**src/rtl/sisc_fetch_unit.sv**
```systemverilog
// rtl/sisc_fetch_unit.sv - SISC instruction fetch stage: PC/IR ownership, imem handshake, branch resolution
module sisc_fetch_unit #(
  parameter int              PC_W         = 16,
  parameter logic [PC_W-1:0] RESET_PC     = '0,
  parameter int              IMEM_TIMEOUT = 15
) (
  input  logic            clk,
  input  logic            rst_f,
  input  logic            fetch_go,
  input  logic            pc_write,
  input  logic [3:0]      stat,
  output logic            imem_req,
  output logic [PC_W-1:0] imem_addr,
  input  logic            imem_ack,
  input  logic [31:0]     imem_rdata,
  output logic [31:0]     ir,
  output logic [3:0]      opcode,
  output logic [3:0]      mm,
  output logic [PC_W-1:0] pc,
  output logic            fetch_done,
  output logic            busy,
  output logic            fetch_err
);

  typedef enum logic [1:0] {IDLE, REQ, LOAD} state_t;

  localparam int              CNT_W    = $clog2(IMEM_TIMEOUT + 1);
  localparam logic [CNT_W-1:0] CNT_LAST = CNT_W'(IMEM_TIMEOUT - 1);
  localparam logic [PC_W-1:0] PC_ONE   = PC_W'(1);

  state_t          state;
  logic [CNT_W-1:0] wait_cnt;
  logic            cond;
  logic [31:0]     imm_sx;
  logic [PC_W-1:0] pc_br;

  assign opcode = ir[31:28];
  assign mm     = ir[27:24];
  assign busy   = (state != IDLE);
  assign cond   = |(mm & stat);
  assign imm_sx = {{16{ir[15]}}, ir[15:0]};

  // Branch target from the current IR; pc already points past the branch.
  always_comb begin
    pc_br = pc;
    case (opcode)
      4'd4:    if (cond)  pc_br = imm_sx[PC_W-1:0];
      4'd5:    if (cond)  pc_br = pc + imm_sx[PC_W-1:0];
      4'd6:    if (!cond) pc_br = imm_sx[PC_W-1:0];
      default: pc_br = pc;
    endcase
  end

  always_ff @(posedge clk or posedge rst_f) begin
    if (rst_f) begin
      state      <= IDLE;
      pc         <= RESET_PC;
      ir         <= '0;
      imem_req   <= 1'b0;
      imem_addr  <= '0;
      fetch_done <= 1'b0;
      fetch_err  <= 1'b0;
      wait_cnt   <= '0;
    end else begin
      fetch_done <= 1'b0;
      case (state)
        IDLE: begin
          if (pc_write) pc <= pc_br;
          // A simultaneous pc_write redirects this very fetch.
          if (fetch_go) begin
            state     <= REQ;
            imem_req  <= 1'b1;
            imem_addr <= pc_write ? pc_br : pc;
            wait_cnt  <= '0;
          end
        end
        REQ: begin
          if (fetch_go || pc_write) fetch_err <= 1'b1;
          if (imem_ack) begin
            ir         <= imem_rdata;
            pc         <= pc + PC_ONE;
            imem_req   <= 1'b0;
            fetch_done <= 1'b1;
            state      <= LOAD;
          end else if (wait_cnt == CNT_LAST) begin
            imem_req  <= 1'b0;
            fetch_err <= 1'b1;
            state     <= IDLE;
          end else begin
            wait_cnt <= wait_cnt + CNT_W'(1);
          end
        end
        LOAD: begin
          if (fetch_go || pc_write) fetch_err <= 1'b1;
          state <= IDLE;
        end
        default: state <= IDLE;
      endcase
    end
  end

endmodule

```
**config.mk**
```make
export PLATFORM = sky130hd
export DESIGN_NAME = sisc_fetch_unit
export DESIGN_NICKNAME = d
export VERILOG_FILES = /design/src/rtl/sisc_fetch_unit.sv
export SDC_FILE = /design/constraint.sdc
export NUM_CORES = 1
export LEC_CHECK = 0
export CORE_MARGIN = 2
export CORE_UTILIZATION = 53
export DETAILED_ROUTE_END_ITERATION = 10
export MAX_ROUTING_LAYER = met4
export PLACE_DENSITY = 0.86
export SLEW_MARGIN = 10
export SYNTH_ARGS = -nofsm -noshare
export SYNTH_HDL_FRONTEND = slang
export SYNTH_SLANG_ARGS = --single-unit
```
**constraint.sdc**
```tcl
create_clock -name clk -period 4.1 [get_ports clk]
set_input_delay 1.23 -clock clk [delete_from_list [all_inputs] [get_ports clk]]
set_output_delay 1.23 -clock clk [all_outputs]
set_load 0.01 [all_outputs]
```
# ---- After elaboration in Yosys (flattened, before gate mapping)
# Cells that the tools add are included.
# W data, S select, Z words.
dict set report word_totals {
  regBits 73
  input_bits 41
  out_inout_bits 76
  elab_cells 60
}
dict set report op_classes {
  add_sub_neg 3
  eq_ne 11
  n_mux 25
  bitwise_logic 1
  n_reduce_logical 12
}
# operator count
set ops {}
lappend ops {{$mux W16} 5}
lappend ops {{$pmux W16 S3} 1}
lappend ops {{$pmux W16 S2} 1}
lappend ops {{$add A16 B1 Y16 const B} 1}
lappend ops {{$add A16 B16 Y16} 1}
lappend ops {{$eq A4 B3 Y1 const B} 3}
lappend ops {{$mux W4} 3}
lappend ops {{$mux W1} 8}
lappend ops {{$ne A2 B2 Y1 const B} 4}
lappend ops {{$pmux W4 S2} 1}
lappend ops {{$reduce_and A2 Y1} 4}
lappend ops {{$mux W2} 3}
lappend ops {{$reduce_bool A2 Y1} 3}
lappend ops {{$add A4 B1 Y4 const B} 1}
lappend ops {{$and A4 B4 Y4} 1}
lappend ops {{$eq A4 B4 Y1 const B} 1}
lappend ops {{$pmux W1 S2} 2}
lappend ops {{$pmux W2 S2} 1}
lappend ops {{$reduce_and A4 Y1} 1}
lappend ops {{$reduce_or A4 Y1} 1}
lappend ops {{$ne A3 B3 Y1 const B} 1}
lappend ops {{$reduce_and A3 Y1} 1}
lappend ops {{$eq A2 B1 Y1 const B} 1}
lappend ops {{$eq A2 B2 Y1 const B} 1}
lappend ops {{other kinds (2)} 2}

# ---- Depth between registers and ports, before layout
# Gate-level depths: netlist of the first run.
dict set report logic_depth {
  word_depth 6
  mapped_depth 10
  depth_no_buf 10
}

# ---- Worst setup path before layout of the first run
# No wires, ideal clock.
dict set report synth_path {
  kind {input -> register}
  start {input stat[0]}
  end {register imem_addr[9]}
  setup_ns 0.131
  arrival_time_ns 2.539
  t_required_ns 3.969
  setup_slack_ns 1.429
  cell_stages 7
  n_path_buf 1
  path_cell_list {a22oi_2 nand2_4 mux2i_1 nand3_2 buf_6 a222oi_1 o21ai_1}
}
dict set report synth_via {
  elab_chain_cells 5
  elab_cells_between_ends 7
  classes_between {mux: 5; bitwise: 1; reduce/logical: 1}
}
# element line_no
set synth_rtl {}
lappend synth_rtl {{start: declaration} 11} ;# input logic [3:0] stat,
lappend synth_rtl {{$and A4 B4 Y4 *} 40} ;# assign cond = |(mm & stat);
lappend synth_rtl {{$reduce_or A4 Y1 *} 40}
lappend synth_rtl {{$mux W16 (on tied branches)} {49, 47, 48}}
lappend synth_rtl {{$pmux W16 S3 *} 46} ;# case (opcode)
lappend synth_rtl {{$mux W16 *} --}
lappend synth_rtl {{end signal: assignment} 73} ;# imem_addr <= pc_write ? pc_br : pc;
lappend synth_rtl {{end: declaration} 13} ;# output logic [PC_W-1:0] imem_addr,
# Every way passes the cells marked *; elsewhere a longest branch is shown, timed or not.
# A chain may end at the register's enable or synchronous reset.

# ---- Worst setup path in the final report of the first run
dict set report layout_path {
  start {input stat[0]}
  end {register pc[5]}
}
dict set report layout_via {
  elab_chain_cells 6
  elab_cells_between_ends 8
  classes_between {mux: 6; bitwise: 1; reduce/logical: 1}
}
# element line_no
set layout_rtl {}
lappend layout_rtl {{$and A4 B4 Y4 *} 40}
lappend layout_rtl {{$reduce_or A4 Y1 *} 40}
lappend layout_rtl {{$mux W16 (on tied branches)} {49, 47, 48}}
lappend layout_rtl {{$pmux W16 S3 *} 46}
lappend layout_rtl {{$mux W16 *} 68} ;# if (pc_write) pc <= pc_br;
lappend layout_rtl {{$pmux W16 S2 *} 66} ;# case (state)
lappend layout_rtl {{end signal: assignment} 68}
lappend layout_rtl {{end signal: assignment} 81} ;# pc <= pc + PC_ONE;
lappend layout_rtl {{end: declaration} 19} ;# output logic [PC_W-1:0] pc,
# Marks and branches as above.

==> flow_results.org, run 1 <==
** Synthesis
- The mapped netlist covers around 0.0045 mm^2.
- Gate count of the mapped netlist :: 532
- Fraction of the yosys area taken by sequential cells :: between 40% and 50%
- Post-synth top area cell :: dfrtp_1
- Post-Synthesis Mean Instance Area :: ~8.5 um^2
- In this run the biggest area consumer among cell types represents 40.3% of the synthesized area.
- By area the synthesized netlist is led by dfrtp_1 (40%), nand2_1 (12%), ha_1 (5.8%), o21ai_0 (4.2%), a21oi_1 (2.9%).
- In the synthesized netlist, the cells that appear most often are nand2_1 (144), dfrtp_1 (73), o21ai_0 (38).
- Yosys warns :: 0
- In this run, synthesis inferred 0 flip-flops with an integrated enable.
- Of all flip-flops after synthesis, the portion carrying an async set or reset was 100%.
- The synthesized design contains between 70 and 80 register bits.
- Synthesis produced a netlist with a net count of ~600.
- In the synthesized netlist the dominant register cell turns out to be dfrtp_1.
- The synthesized netlist contains 72 unique library cells.
- Count leader, synth :: nand2_1

** Power
- Net switching power :: around 2.1 mW
- In this run, the clock network consumes a little under an eighth of the power.
- Of the total power, registers draw 31.2%.
- Internal power :: 2.52 mW
- VDD sags by at most 0.414 mV.
- Total power :: around 4.6 mW
- Of the total power, the share spent switching nets is a little under half.
- Proportion of power drawn by combinational gates :: roughly 57%
- For this design the static power due to leakage is approximately 2.6 nW.
- In this run the power density over the cells is approximately 780 mW/mm^2.

** Routing
- Dividing the detail-routed via count by the number of cells gives between 6 and 7.
- After detailed routing, the number of remaining DRC violations is 0.
- WL per Instance :: between 15 and 20 um
- 1st-iter DRT viols :: 383
- Detailed Routing Iterations Pass 1 :: 5
- Antenna Violating Nets Remaining :: 0
- Overall via count from detail_route :: around 4,500
- Total detailed-routing wirelength :: around 13 mm

** GRT
- Global-route wire length before repair :: approximately 21 mm
- The total overflow left after global routing is 0.
- Entering global routing, the biggest net connects 40 pins.
- The number of antenna violations at the first check in global routing came to 0.
- The number of global-route vias before repair came to between 4,000 and 5,000.
- For this run, the total global-route usage over all layers was measured as approximately 31%.

** Min path
- The tightest min-delay check is of the register to register type.

** Die
- Number of placement rows :: 33
- Die footprint :: roughly 0.0093 mm^2
- CORE AREA :: 0.00826 mm^2
- Measured along the x axis, the die boundary spans 96.5 um.
- Starting density of the core :: between 50% and 60%
- between 100 and 150 I/O pins were placed.
- Vert. Die Dim :: about 96 um

** Clocking
- The clock reaches the later pin of the worst-skew pair after around 0.36 ns.
- Gates resized during post-CTS repair numbered 0.
- TritonCTS built the clock tree.
- Clock input transition at the sequential cells of the worst setup and hold paths :: around 0.080 ns
- In this run the post-CTS setup repair buffer count came out at 0.
- Clock root buffer :: clkbuf_8
- Counting the buffers created by CTS gives 9.
- Num Clock Sinks :: between 70 and 80
- Clock tree buffer depth :: 2
- Number of hold-repair buffers added at the cts stage :: 0
- The H-tree was split into 3 levels.

** Setup path
- Startpoint of the worst-slack reg-to-reg timing path :: pc[0]$_DFFE_PP0P_
- For the worst setup path, the data arrival time is around 3.5 ns.
- Measured in cells, the most critical reg-to-reg path has a length of 10.
- Data required time of the critical path :: roughly 4.3 ns
- The critical path is of the input port to register type.
- Biggest fanout along the worst timing path :: 13
- Setup crit end kind :: register
- In this run the worst setup path terminates at pc[5]$_DFFE_PP0P_.
- Critical Path Source :: stat[0]
- For flop-to-flop paths, the worst setup slack is between 1 and 1.5 ns.
- CP startpoint kind :: input port
- The endpoint identified for the worst register-to-register timing path is pc[12]$_DFFE_PP0P_.

** Finish
- At the end of the flow, the number of nets in the layout was 698.
- Fraction of layout cells with a size suffix above 1 :: approximately 6.3%
- Fill cells in the final layout number 674.
- The sequential cells in the finished layout cover a total of between 0.0015 and 0.002 mm^2.
- Post-synthesis to final-layout area growth :: 29.9%
- Antenna cells :: 0
- The multi-input combinational cells in the finished layout cover a total of 0.00248 mm^2.

** Timing
- For the final routed database, the setup TNS stands at 0 ns.
- Number of max-slew violations in the final report :: 0
- The number of hold violations in the final report came to 0.
- Worst clock skew :: ~0.012 ns
- Measured against its own limit, the worst slew margin works out to ~35%.
- Tightest Pin Transition :: a little under 1 ns
- The worst path needs around 3.3 ns of the cycle, external delays included.
- Setup repair after global routing left no endpoint under its margin.
- Final setup violating endpoints :: 0
- Dividing the final minimum period by the clock period gives 81.2%.
- Maximum operating frequency :: 0.300 GHz

** Status
- The flow ran to the end, and the final reports show no timing, DRC or antenna violations.

** Run
- Across the run, the number of max-cap violations was 0.

** Place
- The congestion estimate from routability-driven global placement came to a little over 0.9.
- Input and output buffers added on the ports amount to between 100 and 150.
- Post-DP HPWL :: between 9 and 10 mm
## cell type report
| class | count | area share [%] |
|---|---|---|
| multi-input combinational | 417 | 42.2 |
| sequential | 73 | 31.0 |
| timing repair buffer | 123 | 20.8 |
| clock buffer | 11 | 2.40 |
| tap | 105 | 2.23 |
| inverter | 11 | 0.701 |
| clock inverter | 5 | 0.680 |
## how the worst min path moves through the flow
stage | startpoint | end | depth (start not counted)
2_1_floorplan | state[1]$_DFFE_PP0P_ | state[1]$_DFFE_PP0P_ | 2
3_3_place_gp | fetch_err$_DFFE_PP0P_ | fetch_err$_DFFE_PP0P_ | 1
3_5_place_dp | fetch_err$_DFFE_PP0P_ | fetch_err$_DFFE_PP0P_ | 1
4_1_cts | fetch_err$_DFFE_PP0P_ | fetch_err$_DFFE_PP0P_ | 1
6_report | imem_addr[2]$_DFFE_PP0P_ | imem_addr[2]$_DFFE_PP0P_ | 2
5_1_grt | fetch_err$_DFFE_PP0P_ | fetch_err$_DFFE_PP0P_ | 1
## power by group through the flow
stage	Combinational [mW]	Sequential (mW)	Clock (mW)
after global routing	2.90	1.48	0.570
after global placement	2.53	1.42	0
final	2.64	1.44	0.532
after detailed placement	2.61	1.43	0
after floorplan	1.50	1.44	0
after CTS	2.63	1.42	0.536
## state kept, by name (all words and copies together), names as in the netlist
name        cells
fetch_done      1
fetch_err       1
imem_req        1
imem_addr      16
ir             32
state           2
pc             16
wait_cnt        4
## placed cells by master (no fill, tap or decap), types with 10 or more instances in the layout
cell type,instances
a21o_1,11
a21oi_1,26
a22oi_1,13
clkbuf_8,10
clkdlybuf4s50_1,116
dfrtp_1,73
ha_1,21
inv_1,10
nand2_1,144
nor2_1,23
o21ai_0,38
xnor2_1,14
## kinds of logic after synthesis
| family | share of synthesized area [%] |
|---|---|
| multiplexers | 0.717 |
| AO/OA/AOI/OAI | 21.9 |
| buffers and inverters | 4.91 |
| XOR/XNOR | 4.06 |
| AND/OR/NAND/NOR | 21.9 |
| flip-flops | 40.3 |
| adder cells (fa/ha/maj) | 6.24 |
## metal layers
layer  up-vias  part of all wire (%)  track usage [%]
li1       2088                     -                -
met1      2158                    43             38.9
met2       239                    48             50.3
met3        35                   7.2             4.65
met4         0                   2.3             11.3
met5         -                     0                -
## through the flow
step	cells	instance area, um^2	hold slack, ns	util, %	setup slack (ns)
2_1_floorplan	532	4530	0.501	-	1.02
3_3_place_gp	729	5710	0.453	69.2	0.735
3_5_place_dp	729	5710	0.460	69.2	0.521
4_1_cts	745	5890	0.487	71.3	0.819
5_1_grt	745	5890	0.508	71.3	0.689
6_report	745	5890	0.479	71.3	0.770
## worst max-delay path, cell delays in order
cell             delay [ns]
clkdlybuf4s50_1        0.41
a22oi_2                0.32
nand2_4                0.14
mux2i_1                0.33
nand3_2                0.31
a222oi_1               0.59
o221ai_1               0.19
No activity file was read; power rests on OpenSTA's default activity.
==> run 2: changes to the inputs <==
--- a/config.mk
+++ b/config.mk
@@ -6,10 +6,10 @@
 export NUM_CORES = 1
 export LEC_CHECK = 0
 export CORE_MARGIN = 2
-export CORE_UTILIZATION = 53
+export CORE_UTILIZATION = 50
 export DETAILED_ROUTE_END_ITERATION = 10
 export MAX_ROUTING_LAYER = met4
-export PLACE_DENSITY = 0.86
+export PLACE_DENSITY = 0.82
 export SLEW_MARGIN = 10
 export SYNTH_ARGS = -nofsm -noshare
 export SYNTH_HDL_FRONTEND = slang
==> constraint.sdc (replaced) <==
create_clock -name clk -period 3.3 [get_ports clk]
set_input_delay 0.99 -clock clk [delete_from_list [all_inputs] [get_ports clk]]
set_output_delay 0.99 -clock clk [all_outputs]
set_load 0.01 [all_outputs]
==> run 2 against run 1 <==
- clock power increased by 44%
- wire length increased by 1.1%
- first-iteration DRC count decreased by 29%
- global-route usage decreased by 2.4 points
- combinational power increased by 25%
- sequential share of layout area decreased by 0.36 points
- via count increased by 1.3%
- register-to-register slack got worse by 0.81 ns
- clock skew increased by 0.0016 ns
- count of clock-buffer cells in the layout decreased by 1
- die area increased by 5.7%
- non-clock buffer count increased by 5
==> flow_results.org, run 2 (synthesis gave the netlist of run 1 again) <==
** Timing
- Between clock sinks in the finished design, the worst skew comes to roughly 0.014 ns.
- After routing, the total negative slack on setup checks comes to 0 ns.
- The worst pin sits at a relative slew slack of 55.4%.
- Setup repair after global routing left no endpoint under its margin.
- Period utilization :: about nine tenths
- The worst path in the final design needs a cycle of between 3 and 4 ns, including I/O delays and setup.
- Final setup violating endpoints :: 0
- Hold Vio Cnt, Final :: 0
- The total count of max-transition violations in the final report was 0.
- Timing would allow up to around 0.33 GHz.
- Tightest Pin Transition :: roughly 0.67 ns

** Die
- The die covers roughly 0.0098 mm^2.
- Once the floorplan was initialized, standard cells occupied 51.7% of the core.
- Count of boundary I/O pins :: ~120
- Number of placement rows :: 34
- The die is a little under 100 um wide.
- The die is between 90 and 100 um tall.
- The total area inside the core boundary comes to between 0.008 and 0.009 mm^2.

** Setup path
- In this run the worst setup path begins at state[0]$_DFFE_PP0P_.
- The worst setup path is captured at an output port.
- Arrival time at the worst endpoint :: around 2.0 ns
- Crit path max-delay family :: buffers and inverters
- CP startpoint kind :: register
- Data required time of the critical path :: between 2 and 2.5 ns
- CP endpoint :: busy
- Walking the worst path, the cells encountered are inv_1 > ha_1 > inv_1 > clkdlybuf4s50_1.
- For this design, the slowest cell found on the critical path is clkdlybuf4s50_1.
- In this run the critical register-to-register path is captured at imem_addr[12]$_DFFE_PP0P_.
- Critical path class :: register to output port
- Measured in cells, the most critical reg-to-reg path has a length of 10.
- The startpoint identified for the worst register-to-register timing path is pc[0]$_DFFE_PP0P_.
- The setup check on the worst reg-to-reg path leaves a slack of between 0.4 and 0.5 ns.
- On the worst path, the slowest cell contributes a delay of 0.52 ns.
- Buffers and inverters on the worst path :: 3
- Most common cell on crit path :: inv_1
- Counting buffers and inverters, the worst setup path is 4 cells deep.
- Along the worst path, the maximum fanout reaches 12.

** GRT
- Aggregate global-route resource usage :: 28.4%
- Largest net degree at the start of global routing :: 48
- Number of global-route vias before repair :: around 4,500
- Residual overflow from global routing :: 0
- Global-route wire length before repair :: 21.7 mm
- Antenna violations before repair :: 0

** Finish
- Leading cell type in the layout, fill and taps excluded :: nand2_1
- The filler cells instantiated in the layout total around 700.
- Ranked by flip-flop count, first place goes to ir.
- Final core utilization :: roughly 70%
- The largest registers in the layout are ir: 32 flops, imem_addr: 16 flops, pc: 16 flops.
- Antenna cells :: 0
- NumNets Final :: around 700
- Relative to the synthesized area, the layout overhead comes to 31.5%.
- Number of flip-flops under the largest register name :: 32
- The top cell types in the final layout, fill and taps aside, are nand2_1 (144), clkdlybuf4s50_1 (116), dfrtp_1 (73).
- Fraction of layout cells with a size suffix above 1 :: under 10%

** Clocking
- Num Clock Sinks :: 73
- Number of hold-repair buffers added at the cts stage :: 0
- Postcts setup bufs :: 0
- Clock-pin slew was measured on the worst setup and hold paths at about 0.08 ns.
- Deepest level of the CTS H-tree :: 3
- In this run, post-CTS repair resized a total of 0 instances.
- TritonCTS built the clock tree.
- CTS placed an instance of clkbuf_8 at the clock tree root.
- TritonCTS created 9 clock buffers.
- At the later pin of the worst-skew pair, clock insertion delay measures 0.36 ns.
- The clock passes through at most 2 buffers.

** Min path
- HP Class :: register to register

** Routing
- After detailed routing, the wire length on met1 is around 5.8 mm.
- The routed design uses approximately 900 um of met3 wire.
- WL per Instance :: ~18 um
- The final route contains between 4,000 and 5,000 vias.
- The detail route stage leaves a number of antenna-violating nets equal to 0.
- The first detailed-routing pass took 5 iterations.
- Total detailed-routing wirelength :: between 10 and 15 mm
- Avg Vias per Cell :: a little over 6
- Uppermost metal layer occupied by signal nets :: met4
- Detailed-route DRC error count :: 0
- After the first detailed-routing iteration, the DRC count stood at 271.
- Wire segments on met2 add up to about 6.3 mm in the final route.

** Status
- Result of the run :: complete, no violations

** Place
- PortBufs :: 116
- Once detailed placement completed, the half-perimeter wirelength came to about 9.9 mm.
- RePlAce Congestion :: ~0.94

** Power
- Leakage power figure :: 2.67 nW
- Ratio of total power to cell area :: around 980 mW/mm^2
- Peak supply drop :: 0.458 mV

** Run
- Max-capacitance violation count :: 0
==> run 2: per-layer routing <==
metal  vias up  GRT usage [%]
met5         -              -
met2       226           45.0
met1      2210           36.4
li1       2095              -
met3        46           5.27
met4         0           10.9
==> run 2: cell type report <==
| cell class | count | area (um^2) | area share, % |
|---|---|---|---|
| inverter | 11 | 41.3 | 0.693 |
| multi-input combinational | 417 | 2480 | 41.7 |
| clock inverter | 5 | 81.3 | 1.36 |
| sequential | 73 | 1830 | 30.6 |
| tap | 108 | 135 | 2.27 |
| timing repair buffer | 128 | 1260 | 21.2 |
| clock buffer | 10 | 128 | 2.14 |
==> run 2: worst min-delay path by stage <==
stage,slack (ns),startpoint,end,cells past startpoint
CTS,0.48,fetch_err$_DFFE_PP0P_,fetch_err$_DFFE_PP0P_,1
global placement,0.45,fetch_err$_DFFE_PP0P_,fetch_err$_DFFE_PP0P_,1
detailed placement,0.46,fetch_err$_DFFE_PP0P_,fetch_err$_DFFE_PP0P_,1
floorplan,0.50,state[1]$_DFFE_PP0P_,state[1]$_DFFE_PP0P_,2
global route,0.50,ir[22]$_DFFE_PP0P_,ir[22]$_DFFE_PP0P_,2
finish,0.48,fetch_err$_DFFE_PP0P_,fetch_err$_DFFE_PP0P_,1
==> run 2: worst reg2reg max path, stage by stage, from the launching register on <==
cell and delay [ns]:
dfrtp_1 0.50, ha_1 0.28, inv_1 0.07, fa_1 0.41
nor2b_1 0.19, o2111ai_1 0.17, a31oi_1 0.33, o22ai_1 0.18
xor2_1 0.17, o221a_2 0.29, o21ai_0 0.20
==> run 2: stage by stage <==
step                hold slack (ns)  cell area, um^2  power, mW  instances  setup WS [ns]
finish                        0.476             5960       5.87        752          0.300
global placement              0.452             5750       4.94        737          0.182
floorplan                     0.501             4530       3.65        532          0.457
detailed placement            0.456             5750       5.04        737          0.106
global route                  0.505             5960       6.26        752          0.183
CTS                           0.479             5960       5.84        752          0.308
==> run 2: power breakdown <==
group | switching [mW] | internal (mW)
combinational | 1.74 | 1.57
sequential | 0.511 | 1.28
clock | 0.344 | 0.422
total | 2.60 | 3.27
